--- src/rtl/sm_ingress_narrow_adapter_pkg.sv ---
// Shared types and width helpers for the string-matcher ingress narrowing adapter.
package sm_ingress_narrow_adapter_pkg;
  localparam int META_WIDTH = 32;

  typedef logic [META_WIDTH-1:0] metadata_t;

  typedef enum logic [1:0] {
    ST_IDLE,
    ST_SEND,
    ST_GAP
  } state_e;

  // Width of an empty-byte count for a bus of the given bit width (never below 1).
  function automatic int empty_w(input int width);
    return (width / 8 > 1) ? $clog2(width / 8) : 1;
  endfunction

  function automatic int idx_w(input int n);
    return (n > 1) ? $clog2(n) : 1;
  endfunction
endpackage

--- src/rtl/sm_ingress_narrow_adapter_if.sv ---
// Packet/meta ingress and narrowed egress bundle of the ingress adapter.
interface sm_ingress_narrow_adapter_if
  import sm_ingress_narrow_adapter_pkg::*;
#(
  parameter int IN_WIDTH   = 512,
  parameter int OUT_WIDTH  = 256,
  parameter int META_WIDTH = sm_ingress_narrow_adapter_pkg::META_WIDTH
);
  localparam int IEW = empty_w(IN_WIDTH);
  localparam int OEW = empty_w(OUT_WIDTH);

  logic [IN_WIDTH-1:0]   in_data;
  logic                  in_valid, in_sop, in_eop;
  logic [IEW-1:0]        in_empty;
  logic                  in_ready;
  logic [META_WIDTH-1:0] in_meta_data;
  logic                  in_meta_valid, in_meta_ready;
  logic [OUT_WIDTH-1:0]  out_data;
  logic                  out_valid, out_sop, out_eop;
  logic [OEW-1:0]        out_empty;
  logic                  out_ready;
  logic [META_WIDTH-1:0] out_meta_data;
  logic                  out_meta_valid;

  modport slave (
    input  in_data, in_valid, in_sop, in_eop, in_empty, in_meta_data, in_meta_valid, out_ready,
    output in_ready, in_meta_ready, out_data, out_valid, out_sop, out_eop, out_empty,
           out_meta_data, out_meta_valid
  );

  modport master (
    output in_data, in_valid, in_sop, in_eop, in_empty, in_meta_data, in_meta_valid, out_ready,
    input  in_ready, in_meta_ready, out_data, out_valid, out_sop, out_eop, out_empty,
           out_meta_data, out_meta_valid
  );
endinterface

--- src/rtl/sm_ingress_narrow_adapter_slicer.sv ---
// Lane mux for a buffered wide beat plus last-lane and output-empty derivation.
module sm_lane_slicer
  import sm_ingress_narrow_adapter_pkg::*;
#(
  parameter int IN_WIDTH  = 512,
  parameter int OUT_WIDTH = 256
) (
  input  logic [IN_WIDTH-1:0]                 i_data,
  input  logic                                i_eop,
  input  logic [empty_w(IN_WIDTH)-1:0]        i_empty,
  input  logic [idx_w(IN_WIDTH/OUT_WIDTH)-1:0] i_lane,
  output logic [OUT_WIDTH-1:0]                o_data,
  output logic [idx_w(IN_WIDTH/OUT_WIDTH)-1:0] o_last,
  output logic [empty_w(OUT_WIDTH)-1:0]       o_empty
);
  localparam int R   = IN_WIDTH / OUT_WIDTH;
  localparam int IB  = IN_WIDTH / 8;
  localparam int OB  = OUT_WIDTH / 8;
  localparam int LW  = idx_w(R);
  localparam int OEW = empty_w(OUT_WIDTH);

  logic [R-1:0][OUT_WIDTH-1:0] w_lanes;
  int w_bytes, w_last;

  assign w_lanes = i_data;

  // Valid bytes of the beat decide how many lanes carry data; the tail lane pads the rest.
  always_comb begin
    w_bytes = i_eop ? IB - int'(i_empty) : IB;
    w_last  = (w_bytes - 1) / OB;
  end

  assign o_last  = LW'(w_last);
  assign o_empty = OEW'((w_last + 1) * OB - w_bytes);
  assign o_data  = w_lanes[LW'(R - 1) - i_lane];
endmodule

--- src/rtl/sm_ingress_narrow_adapter.sv ---
// Narrows a wide packet stream to output lanes, pairs one meta word per packet, enforces an eop gap.
module sm_ingress_narrow_adapter #(
  parameter int IN_WIDTH   = 512,
  parameter int OUT_WIDTH  = 256,
  parameter int META_WIDTH = sm_ingress_narrow_adapter_pkg::META_WIDTH,
  parameter int GAP_CYCLES = 1,
  parameter int CNT_WIDTH  = 32
) (
  input  logic                      clk,
  input  logic                      rst,
  sm_ingress_narrow_adapter_if.slave bus,
  output logic [CNT_WIDTH-1:0]      stat_pkt_cnt,
  output logic [CNT_WIDTH-1:0]      stat_drop_cnt,
  output logic [CNT_WIDTH-1:0]      stat_err_cnt
);
  import sm_ingress_narrow_adapter_pkg::*;

  localparam int LW  = idx_w(IN_WIDTH / OUT_WIDTH);
  localparam int IEW = empty_w(IN_WIDTH);
  localparam int OEW = empty_w(OUT_WIDTH);
  localparam int GW  = idx_w(GAP_CYCLES + 1);

  typedef struct packed {
    logic [IN_WIDTH-1:0] data;
    logic                sop;
    logic                eop;
    logic [IEW-1:0]      empty;
  } beat_t;

  state_e                r_state;
  beat_t                 r_beat;
  logic                  r_full;
  logic [META_WIDTH-1:0] r_meta;
  logic [LW-1:0]         r_lane;
  logic [GW-1:0]         r_gap;
  logic [CNT_WIDTH-1:0]  r_pkt, r_drop, r_err;

  logic [OUT_WIDTH-1:0] w_lane_data;
  logic [LW-1:0]        w_last;
  logic [OEW-1:0]       w_pad;
  logic                 w_out_valid, w_cons, w_at_last, w_in_ready, w_acc, w_sop, w_eop;
  beat_t                w_in, w_cont;

  sm_lane_slicer #(.IN_WIDTH(IN_WIDTH), .OUT_WIDTH(OUT_WIDTH)) u_slicer (
    .i_data (r_beat.data),
    .i_eop  (r_beat.eop),
    .i_empty(r_beat.empty),
    .i_lane (r_lane),
    .o_data (w_lane_data),
    .o_last (w_last),
    .o_empty(w_pad)
  );

  assign w_out_valid = (r_state == ST_SEND) & r_full;
  assign w_cons      = w_out_valid & bus.out_ready;
  assign w_at_last   = (r_lane == w_last);
  assign w_in   = '{data: bus.in_data, sop: bus.in_sop, eop: bus.in_eop, empty: bus.in_empty};
  assign w_cont = '{data: bus.in_data, sop: 1'b0, eop: bus.in_eop, empty: bus.in_empty};

  // Refill while the last lane drains keeps full throughput across beats of one packet.
  always_comb begin
    w_in_ready = 1'b0;
    case (r_state)
      ST_IDLE: w_in_ready = bus.in_meta_valid;
      ST_SEND: w_in_ready = !r_full | (w_cons & w_at_last & !r_beat.eop);
      default: w_in_ready = 1'b0;
    endcase
  end

  assign w_acc              = bus.in_valid & w_in_ready;
  assign bus.in_ready       = w_in_ready;
  assign bus.in_meta_ready  = (r_state == ST_IDLE) & w_acc & bus.in_sop;

  assign w_sop              = w_out_valid & r_beat.sop & (r_lane == '0);
  assign w_eop              = w_out_valid & r_beat.eop & w_at_last;
  assign bus.out_valid      = w_out_valid;
  assign bus.out_data       = w_lane_data;
  assign bus.out_sop        = w_sop;
  assign bus.out_eop        = w_eop;
  assign bus.out_empty      = w_eop ? w_pad : '0;
  assign bus.out_meta_valid = w_sop;
  assign bus.out_meta_data  = r_meta;

  assign stat_pkt_cnt  = r_pkt;
  assign stat_drop_cnt = r_drop;
  assign stat_err_cnt  = r_err;

  always_ff @(posedge clk) begin
    if (rst) begin
      r_state <= ST_IDLE;
      r_beat  <= '0;
      r_full  <= 1'b0;
      r_meta  <= '0;
      r_lane  <= '0;
      r_gap   <= '0;
      r_pkt   <= '0;
      r_drop  <= '0;
      r_err   <= '0;
    end else begin
      case (r_state)
        ST_IDLE: begin
          if (w_acc) begin
            if (bus.in_sop) begin
              r_beat  <= w_in;
              r_full  <= 1'b1;
              r_lane  <= '0;
              r_meta  <= bus.in_meta_data;
              r_state <= ST_SEND;
            end else begin
              r_drop <= r_drop + CNT_WIDTH'(1);
            end
          end
        end
        ST_SEND: begin
          if (w_cons & w_at_last & r_beat.eop) begin
            r_full <= 1'b0;
            r_lane <= '0;
            r_pkt  <= r_pkt + CNT_WIDTH'(1);
            if (GAP_CYCLES == 0) begin
              r_state <= ST_IDLE;
            end else begin
              r_state <= ST_GAP;
              r_gap   <= GW'(GAP_CYCLES - 1);
            end
          end else if (w_cons & !w_at_last) begin
            r_lane <= r_lane + LW'(1);
          end else if (w_acc) begin
            // A stray sop inside a packet is folded into the current packet.
            r_beat <= w_cont;
            r_full <= 1'b1;
            r_lane <= '0;
            if (bus.in_sop) r_err <= r_err + CNT_WIDTH'(1);
          end else if (w_cons) begin
            r_full <= 1'b0;
            r_lane <= '0;
          end
        end
        ST_GAP: begin
          if (r_gap == '0) r_state <= ST_IDLE;
          else             r_gap   <= r_gap - GW'(1);
        end
        default: r_state <= ST_IDLE;
      endcase
    end
  end
endmodule
--- src/flat_wrapper.sv ---
// flat-port wrapper written by rule: the top's interface ports become plain ports
module sm_ingress_narrow_adapter_flat import sm_ingress_narrow_adapter_pkg::*;
#(
  parameter int IN_WIDTH   = 512,
  parameter int OUT_WIDTH  = 256,
  parameter int META_WIDTH = sm_ingress_narrow_adapter_pkg::META_WIDTH,
  parameter int GAP_CYCLES = 1,
  parameter int CNT_WIDTH  = 32
)
  (clk, rst, stat_pkt_cnt, stat_drop_cnt, stat_err_cnt, bus_in_data, bus_in_valid, bus_in_sop, bus_in_eop, bus_in_empty, bus_in_meta_data, bus_in_meta_valid, bus_out_ready, bus_in_ready, bus_in_meta_ready, bus_out_data, bus_out_valid, bus_out_sop, bus_out_eop, bus_out_empty, bus_out_meta_data, bus_out_meta_valid);
  sm_ingress_narrow_adapter_if #(.IN_WIDTH(IN_WIDTH), .OUT_WIDTH(OUT_WIDTH), .META_WIDTH(META_WIDTH)) bus_i ();
  input  logic clk;
  input  logic rst;
  output logic [CNT_WIDTH-1:0] stat_pkt_cnt;
  output logic [CNT_WIDTH-1:0] stat_drop_cnt;
  output logic [CNT_WIDTH-1:0] stat_err_cnt;
  input wire logic [$bits(bus_i.in_data)-1:0] bus_in_data;
  input wire logic [$bits(bus_i.in_valid)-1:0] bus_in_valid;
  input wire logic [$bits(bus_i.in_sop)-1:0] bus_in_sop;
  input wire logic [$bits(bus_i.in_eop)-1:0] bus_in_eop;
  input wire logic [$bits(bus_i.in_empty)-1:0] bus_in_empty;
  input wire logic [$bits(bus_i.in_meta_data)-1:0] bus_in_meta_data;
  input wire logic [$bits(bus_i.in_meta_valid)-1:0] bus_in_meta_valid;
  input wire logic [$bits(bus_i.out_ready)-1:0] bus_out_ready;
  output wire logic [$bits(bus_i.in_ready)-1:0] bus_in_ready;
  output wire logic [$bits(bus_i.in_meta_ready)-1:0] bus_in_meta_ready;
  output wire logic [$bits(bus_i.out_data)-1:0] bus_out_data;
  output wire logic [$bits(bus_i.out_valid)-1:0] bus_out_valid;
  output wire logic [$bits(bus_i.out_sop)-1:0] bus_out_sop;
  output wire logic [$bits(bus_i.out_eop)-1:0] bus_out_eop;
  output wire logic [$bits(bus_i.out_empty)-1:0] bus_out_empty;
  output wire logic [$bits(bus_i.out_meta_data)-1:0] bus_out_meta_data;
  output wire logic [$bits(bus_i.out_meta_valid)-1:0] bus_out_meta_valid;
  assign bus_i.in_data = bus_in_data;
  assign bus_i.in_valid = bus_in_valid;
  assign bus_i.in_sop = bus_in_sop;
  assign bus_i.in_eop = bus_in_eop;
  assign bus_i.in_empty = bus_in_empty;
  assign bus_i.in_meta_data = bus_in_meta_data;
  assign bus_i.in_meta_valid = bus_in_meta_valid;
  assign bus_i.out_ready = bus_out_ready;
  assign bus_in_ready = bus_i.in_ready;
  assign bus_in_meta_ready = bus_i.in_meta_ready;
  assign bus_out_data = bus_i.out_data;
  assign bus_out_valid = bus_i.out_valid;
  assign bus_out_sop = bus_i.out_sop;
  assign bus_out_eop = bus_i.out_eop;
  assign bus_out_empty = bus_i.out_empty;
  assign bus_out_meta_data = bus_i.out_meta_data;
  assign bus_out_meta_valid = bus_i.out_meta_valid;
  sm_ingress_narrow_adapter #(.IN_WIDTH(IN_WIDTH), .OUT_WIDTH(OUT_WIDTH), .META_WIDTH(META_WIDTH), .GAP_CYCLES(GAP_CYCLES), .CNT_WIDTH(CNT_WIDTH)) u_core (.clk(clk), .rst(rst), .bus(bus_i), .stat_pkt_cnt(stat_pkt_cnt), .stat_drop_cnt(stat_drop_cnt), .stat_err_cnt(stat_err_cnt));
endmodule
--- config.mk ---
export PLATFORM = sky130hd
export DESIGN_NAME = sm_ingress_narrow_adapter_flat
export DESIGN_NICKNAME = d
export VERILOG_FILES = /design/src/rtl/sm_ingress_narrow_adapter_pkg.sv /design/src/rtl/sm_ingress_narrow_adapter_if.sv /design/src/rtl/sm_ingress_narrow_adapter_slicer.sv /design/src/rtl/sm_ingress_narrow_adapter.sv /design/src/flat_wrapper.sv
export SDC_FILE = /design/constraint.sdc
export NUM_CORES = 1
export LEC_CHECK = 0
export ABC_AREA = 1
export ABC_CLOCK_PERIOD_IN_PS = 7300
export BUFFER_PORTS_ARGS = -buffer_cell sky130_fd_sc_hd__buf_2
export CAP_MARGIN = 25
export CORE_AREA = 2 2 372 374
export DETAILED_ROUTE_END_ITERATION = 16
export DIE_AREA = 0 0 374 376
export SYNTH_ARGS = -nofsm -noshare
export SYNTH_HDL_FRONTEND = slang
export SYNTH_HIERARCHICAL = 1
export SYNTH_SLANG_ARGS = --single-unit
--- constraint.sdc ---
create_clock -name clk -period 7.3 [get_ports clk]
set_clock_uncertainty 0.15 [all_clocks]
set_input_delay 0.73 -clock clk [delete_from_list [all_inputs] [get_ports clk]]
set_output_delay 0.73 -clock clk [all_outputs]
set_load 0.02 [all_outputs]
# Word-level counts from Yosys, hierarchy flattened
# Cells that the tools add are included.
# word_totals
reg_bits,653
# classes
n_addsub,10
order_cmp,1
eq_ne,13
muxes,32
bitwise,19
reduce_logical,16
# op_table
op,count
two-way mux 520 bit,5
one-hot mux 520 bit (2 select lines),1
two-way mux 256 bit,2
"adder 32 x 1 -> 32 bit, second input constant",3
two-way mux 32 bit,1
"subtractor 32 x 2 -> 32 bit, second input constant",1
bitwise AND 1 bit,14
two-way mux 1 bit,13
"!= test 2 bit, second input constant",5
AND reduction 5 bit,2
two-way mux 2 bit,4
one-hot mux 1 bit (2 select lines),4
AND reduction 4 bit,2
"subtractor 7 x 6 -> 8 bit, first input constant",1
one-hot mux 2 bit (3 select lines),1
AND reduction 3 bit,2
AND reduction 6 bit,1
two-way mux 5 bit,1
"!= test 5 x 3 -> 1 bit, second input constant",1
OR reduction 5 bit,1
"subtractor 1 x 5 -> 5 bit, first input constant",1
"!= test 2 x 1 -> 1 bit, second input constant",2
"!= test 4 x 2 -> 1 bit, second input constant",1
NOT 1 bit,4
14 further kinds,18

# Longest topological paths before layout
# depth
ltp_word,16
mapped_depth,23
mapped_depth_nobuf,21

# Modules after synthesis
# Netlist, hierarchy kept.
# by_module_without_submodules
module,instances,cells_per_inst,area_per_inst_um2
sm_ingress_narrow_adapter,1,3443,25698.4
sm_lane_slicer,1,332,3321.9

# Worst setup path before layout
# Ideal clock, no wire load.
# synth_timing
path_kind,reg2out
start,reg u_core/r_beat[0] in the netlist's numbering
end,out bus_out_empty[0]
arrival_time_ns,2.427
setup_slack_ns,3.993
stages_incl_launch_ff,15
path_buffers,0
path_cell_list,dfxtp_1 -> inv_1 -> ha_1 -> or2_1 -> nand3_2 -> nand2_2 -> nor2_4 -> nand2_1 -> nand2_1 -> nand2_1 -> xnor2_1 -> nand2_1 -> nor2_1 -> inv_1 -> nor2_1
# synth_between
elab_chain_len,9
word_cells_on_any_way,10
# synth_lines
element,line,source
from (decl),sm_ingress_narrow_adapter.sv:31,beat_t r_beat;
from (signal assigned),sm_ingress_narrow_adapter.sv:104,r_beat <= w_in;
from (signal assigned),sm_ingress_narrow_adapter.sv:129,r_beat <= w_cont;
subtractor 7 x 6 -> 8 bit *,sm_ingress_narrow_adapter_slicer.sv:29,w_bytes = i_eop ? IB - int'(i_empty) : IB;
two-way mux 32 bit *,sm_ingress_narrow_adapter_slicer.sv:29,
subtractor 32 x 2 -> 32 bit *,sm_ingress_narrow_adapter_slicer.sv:30,w_last = (w_bytes - 1) / OB;
OR reduction 5 bit (no line),n/a,
bitwise AND 1 bit (no line),n/a,
adder 1 bit (no line) *,n/a,
net u_core.w_last,sm_ingress_narrow_adapter.sv:39,logic [LW-1:0] w_last;
== test 1 bit *,sm_ingress_narrow_adapter.sv:56,assign w_at_last = (r_lane == w_last);
bitwise AND 1 bit *,sm_ingress_narrow_adapter.sv:75,assign w_eop = w_out_valid & r_beat.eop & w_at_last;
net bus_out_eop,flat_wrapper.sv:30,output wire logic [$bits(bus_i.out_eop)-1:0] bus_out_eop;
two-way mux 5 bit *,sm_ingress_narrow_adapter.sv:80,assign bus.out_empty = w_eop ? w_pad : '0;
to (decl),flat_wrapper.sv:31,output wire logic [$bits(bus_i.out_empty)-1:0] bus_out_empty;
# Mark *: on every way through the listed nets, which the timed path passes. The rest lies on a longest branch.

# Final worst setup path
# layout_timing
start,reg u_core/r_beat[0] in the netlist's numbering
end,reg u_core/r_beat[430] in the netlist's numbering
# layout_between
elab_chain_len,14
word_cells_on_any_way,20
# layout_lines
element,line,source
subtractor 7 x 6 -> 8 bit *,sm_ingress_narrow_adapter_slicer.sv:29,
two-way mux 32 bit *,sm_ingress_narrow_adapter_slicer.sv:29,
subtractor 32 x 2 -> 32 bit *,sm_ingress_narrow_adapter_slicer.sv:30,
OR reduction 5 bit (no line),n/a,
bitwise AND 1 bit (no line),n/a,
adder 1 bit (no line) *,n/a,
net u_core.w_last,sm_ingress_narrow_adapter.sv:39,
== test 1 bit *,sm_ingress_narrow_adapter.sv:56,
bitwise AND 1 bit,"sm_ingress_narrow_adapter.sv:65, sm_ingress_narrow_adapter.sv:115",
bitwise AND 1 bit,sm_ingress_narrow_adapter.sv:65,ST_SEND: w_in_ready = !r_full | (w_cons & w_at_last & !r_beat.eop);
bitwise OR 1 bit,sm_ingress_narrow_adapter.sv:65,
one-hot mux 1 bit (2 select lines),sm_ingress_narrow_adapter.sv:63,case (r_state)
bitwise AND 1 bit,sm_ingress_narrow_adapter.sv:70,assign w_acc = bus.in_valid & w_in_ready;
!= test 2 x 1 -> 1 bit (no line),n/a,
AND reduction 6 bit (no line) *,n/a,
# Marks and branches as above.
# A chain may end at the register's enable or synchronous reset.

==> impl_results.md <==
- Max_slew headroom: 14.5%
- Vias in the first global route: 27,400
- Largest net degree at the start of global routing: 204
- Critical path buffers and inverters: 4
- Crit path capture type: flop
- Critical path class: reg2reg
- Max Cap Viol: 0
- RSZ-0062 raised after global routing: false
- Final WL: 121,000 um
- Clock sinks: 652
- Global-route wire length before repair: 175,000 um
- Synth area leader: dfxtp_1
- Dpl hpwl: 87,500 um
- Asr flop ratio synth: 0%
- Post-Place Setup Slack: 3080 ps
- Status: finished, final reports clean
- Largest vdd supply drop: 155 uV
- Antenna-violating nets left: 0
- Flops & latches, synth: 652
- Layout cells sized above 1: 30.1%
- Final setup TNS: 0 ps
- Worst skew pair latency: 670 ps
- CP startpoint kind: flop
- Initial Util: 21.2%
- Final core utilization: 27.6%
- DRT Pass-1 Iters: 6
- # setup viols final: 0
- Hold Path Class: in2reg
- FP Rows: 136
- Top cell by count, worst path: nand2_1
- CP arrival: 4740 ps
- Avg WL per Cell: 18.8 um
- Clk buf depth: 3
- Seq/Total Area, Yosys: 45.0%
- Postcts setup bufs: 0
- Hold Fails Final Rpt: 0
- TritonCTS clock tree: built
- Fillers: 15,000
- CP top delay family: simple AND/OR/NAND/NOR gates
- Syn Nets: 4,336
- Area grow syn2layout: 30.1%
- Post-synth top cells: nand2_1, dfxtp_1, a21oi_1, nand3_1, mux2_2
- Multi-input logic area: 14,200 sq um
- Htree depth: 3
- Max Freq: 0.232 GHz
- Syn Area/Cell: 7.69 sq um
- Most common cell in the synthesized netlist: nand2_1
- Top cell type's share of synthesized area: 45.0%
- Netlist cell types: 36
- P_leak: 15.6 nW
- Input/output buffers: 951
- Setup ws final: 2980 ps
- CP Cell Sequence: inv_1 -> ha_1 -> or2_1 -> nand3_2 -> nand2_2 -> nor2_4 -> nand4_1 -> nand2_1 -> inv_1 -> nand2_1 -> nand3_1 -> nand2_1 -> nand2_1 -> nand2_2 -> nand2_2 -> nand2_8 -> buf_4 -> buf_12 -> nand3_1 -> a21oi_1
- Die area: 141,000 sq um
- Min cycle time layout: 4320 ps
- Synth Cell Area: 29,000 sq um
- Pins Over Slew Limit: 0
- DRC: 0
- Post_cts resized: 0
- Vias per inst: 4.58
- Reg clk slew, reported paths: 60 ps
- Top cells by area, synth: dfxtp_1, nand2_1, a21oi_1
- YS warnings: 6
- GRT Residual Overflow: 0
- Initial antenna violation count: 30
- Worst endpoint required time: 7720 ps
- Worst Path Max Fanout: 161
- Slew of the pin with the lowest slew margin: 1280 ps
- Core box area: 137,000 sq um
- Worst path slowest cell: buf_4
- Die Span Y: 376 um
- DRT iter0 DRCs: 2,174
- Primary FF master, synth: dfxtp_1
- EDFF count, synth: 0
- Final GP Congestion: 0.906
- Vias post-DR: 29,400
- Cells after Synth: 3,775
- Ports: 952
- Hold Buf Count CTS: 0
- Fin nets: 5,102
- Register Area: 13,100 sq um
- CP max stage delay: 490 ps
- Power per cell area: 240 nW/um^2
- Period utilisation layout: 59.2%
- Die Width: 374 um
- Total Routing Usage GR: 16.1%
- Root Buffer: clkbuf_16
- Num CTS Buffers: 78
[worst min-delay path: stages]
cell and delay, ps:
buf_2 80, nor2_1 30, nor2_1 80
[area by class of cell]
class                           instances  area share (%)
Antenna cell                           11          0.0729
Inverter                               99           0.984
Multi-Input combinational cell       2731            37.6
Timing Repair Buffer                  979            13.6
Tap cell                             1794            5.94
Clock inverter                         21           0.815
Clock buffer                          120            6.44
Sequential cell                       652            34.6
[registers in the layout (all words and copies together) (netlist names)]
| register | count |
|---|---|
| u_core/bus.out_meta_data | 32 |
| u_core/r_beat | 520 |
| u_core/r_full | 1 |
| u_core/r_lane | 1 |
| u_core/r_state | 2 |
| u_core/stat_drop_cnt | 32 |
| u_core/stat_err_cnt | 32 |
| u_core/stat_pkt_cnt | 32 |
[logic make-up after synthesis]
logic type / after synthesis / share of synthesized area (%)
compound gates: 661 / 11.4
xor+xnor: 34 / 1.03
fa+ha+maj: 4 / 0.172
buf+inv: 392 / 6.20
flops: 652 / 45.0
mux: 256 / 9.93
simple gates: 1776 / 26.2
[cells in the final DEF, fill, tap and decap left out, types with 4 or more instances in the layout]
cell type	count
ha_1	4
buf_12	11
xnor2_1	12
nor3_1	25
nand2_2	4
clkinv_4	4
a21oi_1	607
and3_1	4
inv_1	91
buf_4	17
dfxtp_1	651
nand4_1	24
xor2_1	22
nand3b_1	23
nor2_1	226
clkbuf_8	26
bufinv_16	6
clkbuf_1	13
clkinv_2	4
diode_2	11
nand2_1	899
clkbuf_16	81
buf_2	950
inv_2	6
mux2_2	256
o21ai_0	48
nand3_1	556
[metrics by stage]
step	instances	hold WS (ps)	instance area, sq um	total power, mW
finish	6407	136	37800	9.08
global route	6403	114	37800	9.43
CTS	6396	54.9	37700	9.19
detailed placement	6255	300	35000	5.01
global placement	6255	294	35000	4.99
floorplan	3775	287	29000	4.55
[power by group]
group	total (mW)	leakage (nW)	switching, mW	internal (mW)
clock	4.15	1.34	1.64	2.51
combinational	1.10	8.94	0.699	0.402
sequential	3.83	5.31	0.0987	3.73
total	9.08	15.6	2.43	6.65
[worst paths after layout]
path | start | to | slack (ps) | cells past startpoint
worst max-delay path | u_core/r_beat[0]$_SDFFE_PP0P_ | u_core/r_beat[430]$_SDFFE_PP0P_ | 2980 | 20
worst min-delay path | bus_in_meta_data[9] | u_core/bus.out_meta_data[9]$_SDFFE_PP0P_ | 140 | 3
worst min register to register | u_core/r_beat[419]$_SDFFE_PP0P_ | u_core/r_beat[419]$_SDFFE_PP0P_ | 310 | 2
worst max register to register | u_core/r_beat[0]$_SDFFE_PP0P_ | u_core/r_beat[430]$_SDFFE_PP0P_ | 2980 | 20
[layer usage]
metal	share of wire (%)	track usage [%]
met1	42	20.2
met3	8.2	4.93
met2	47	26.2
met4	2.8	5.38
met5	0.13	0
(Power assumes the default switching activity.)
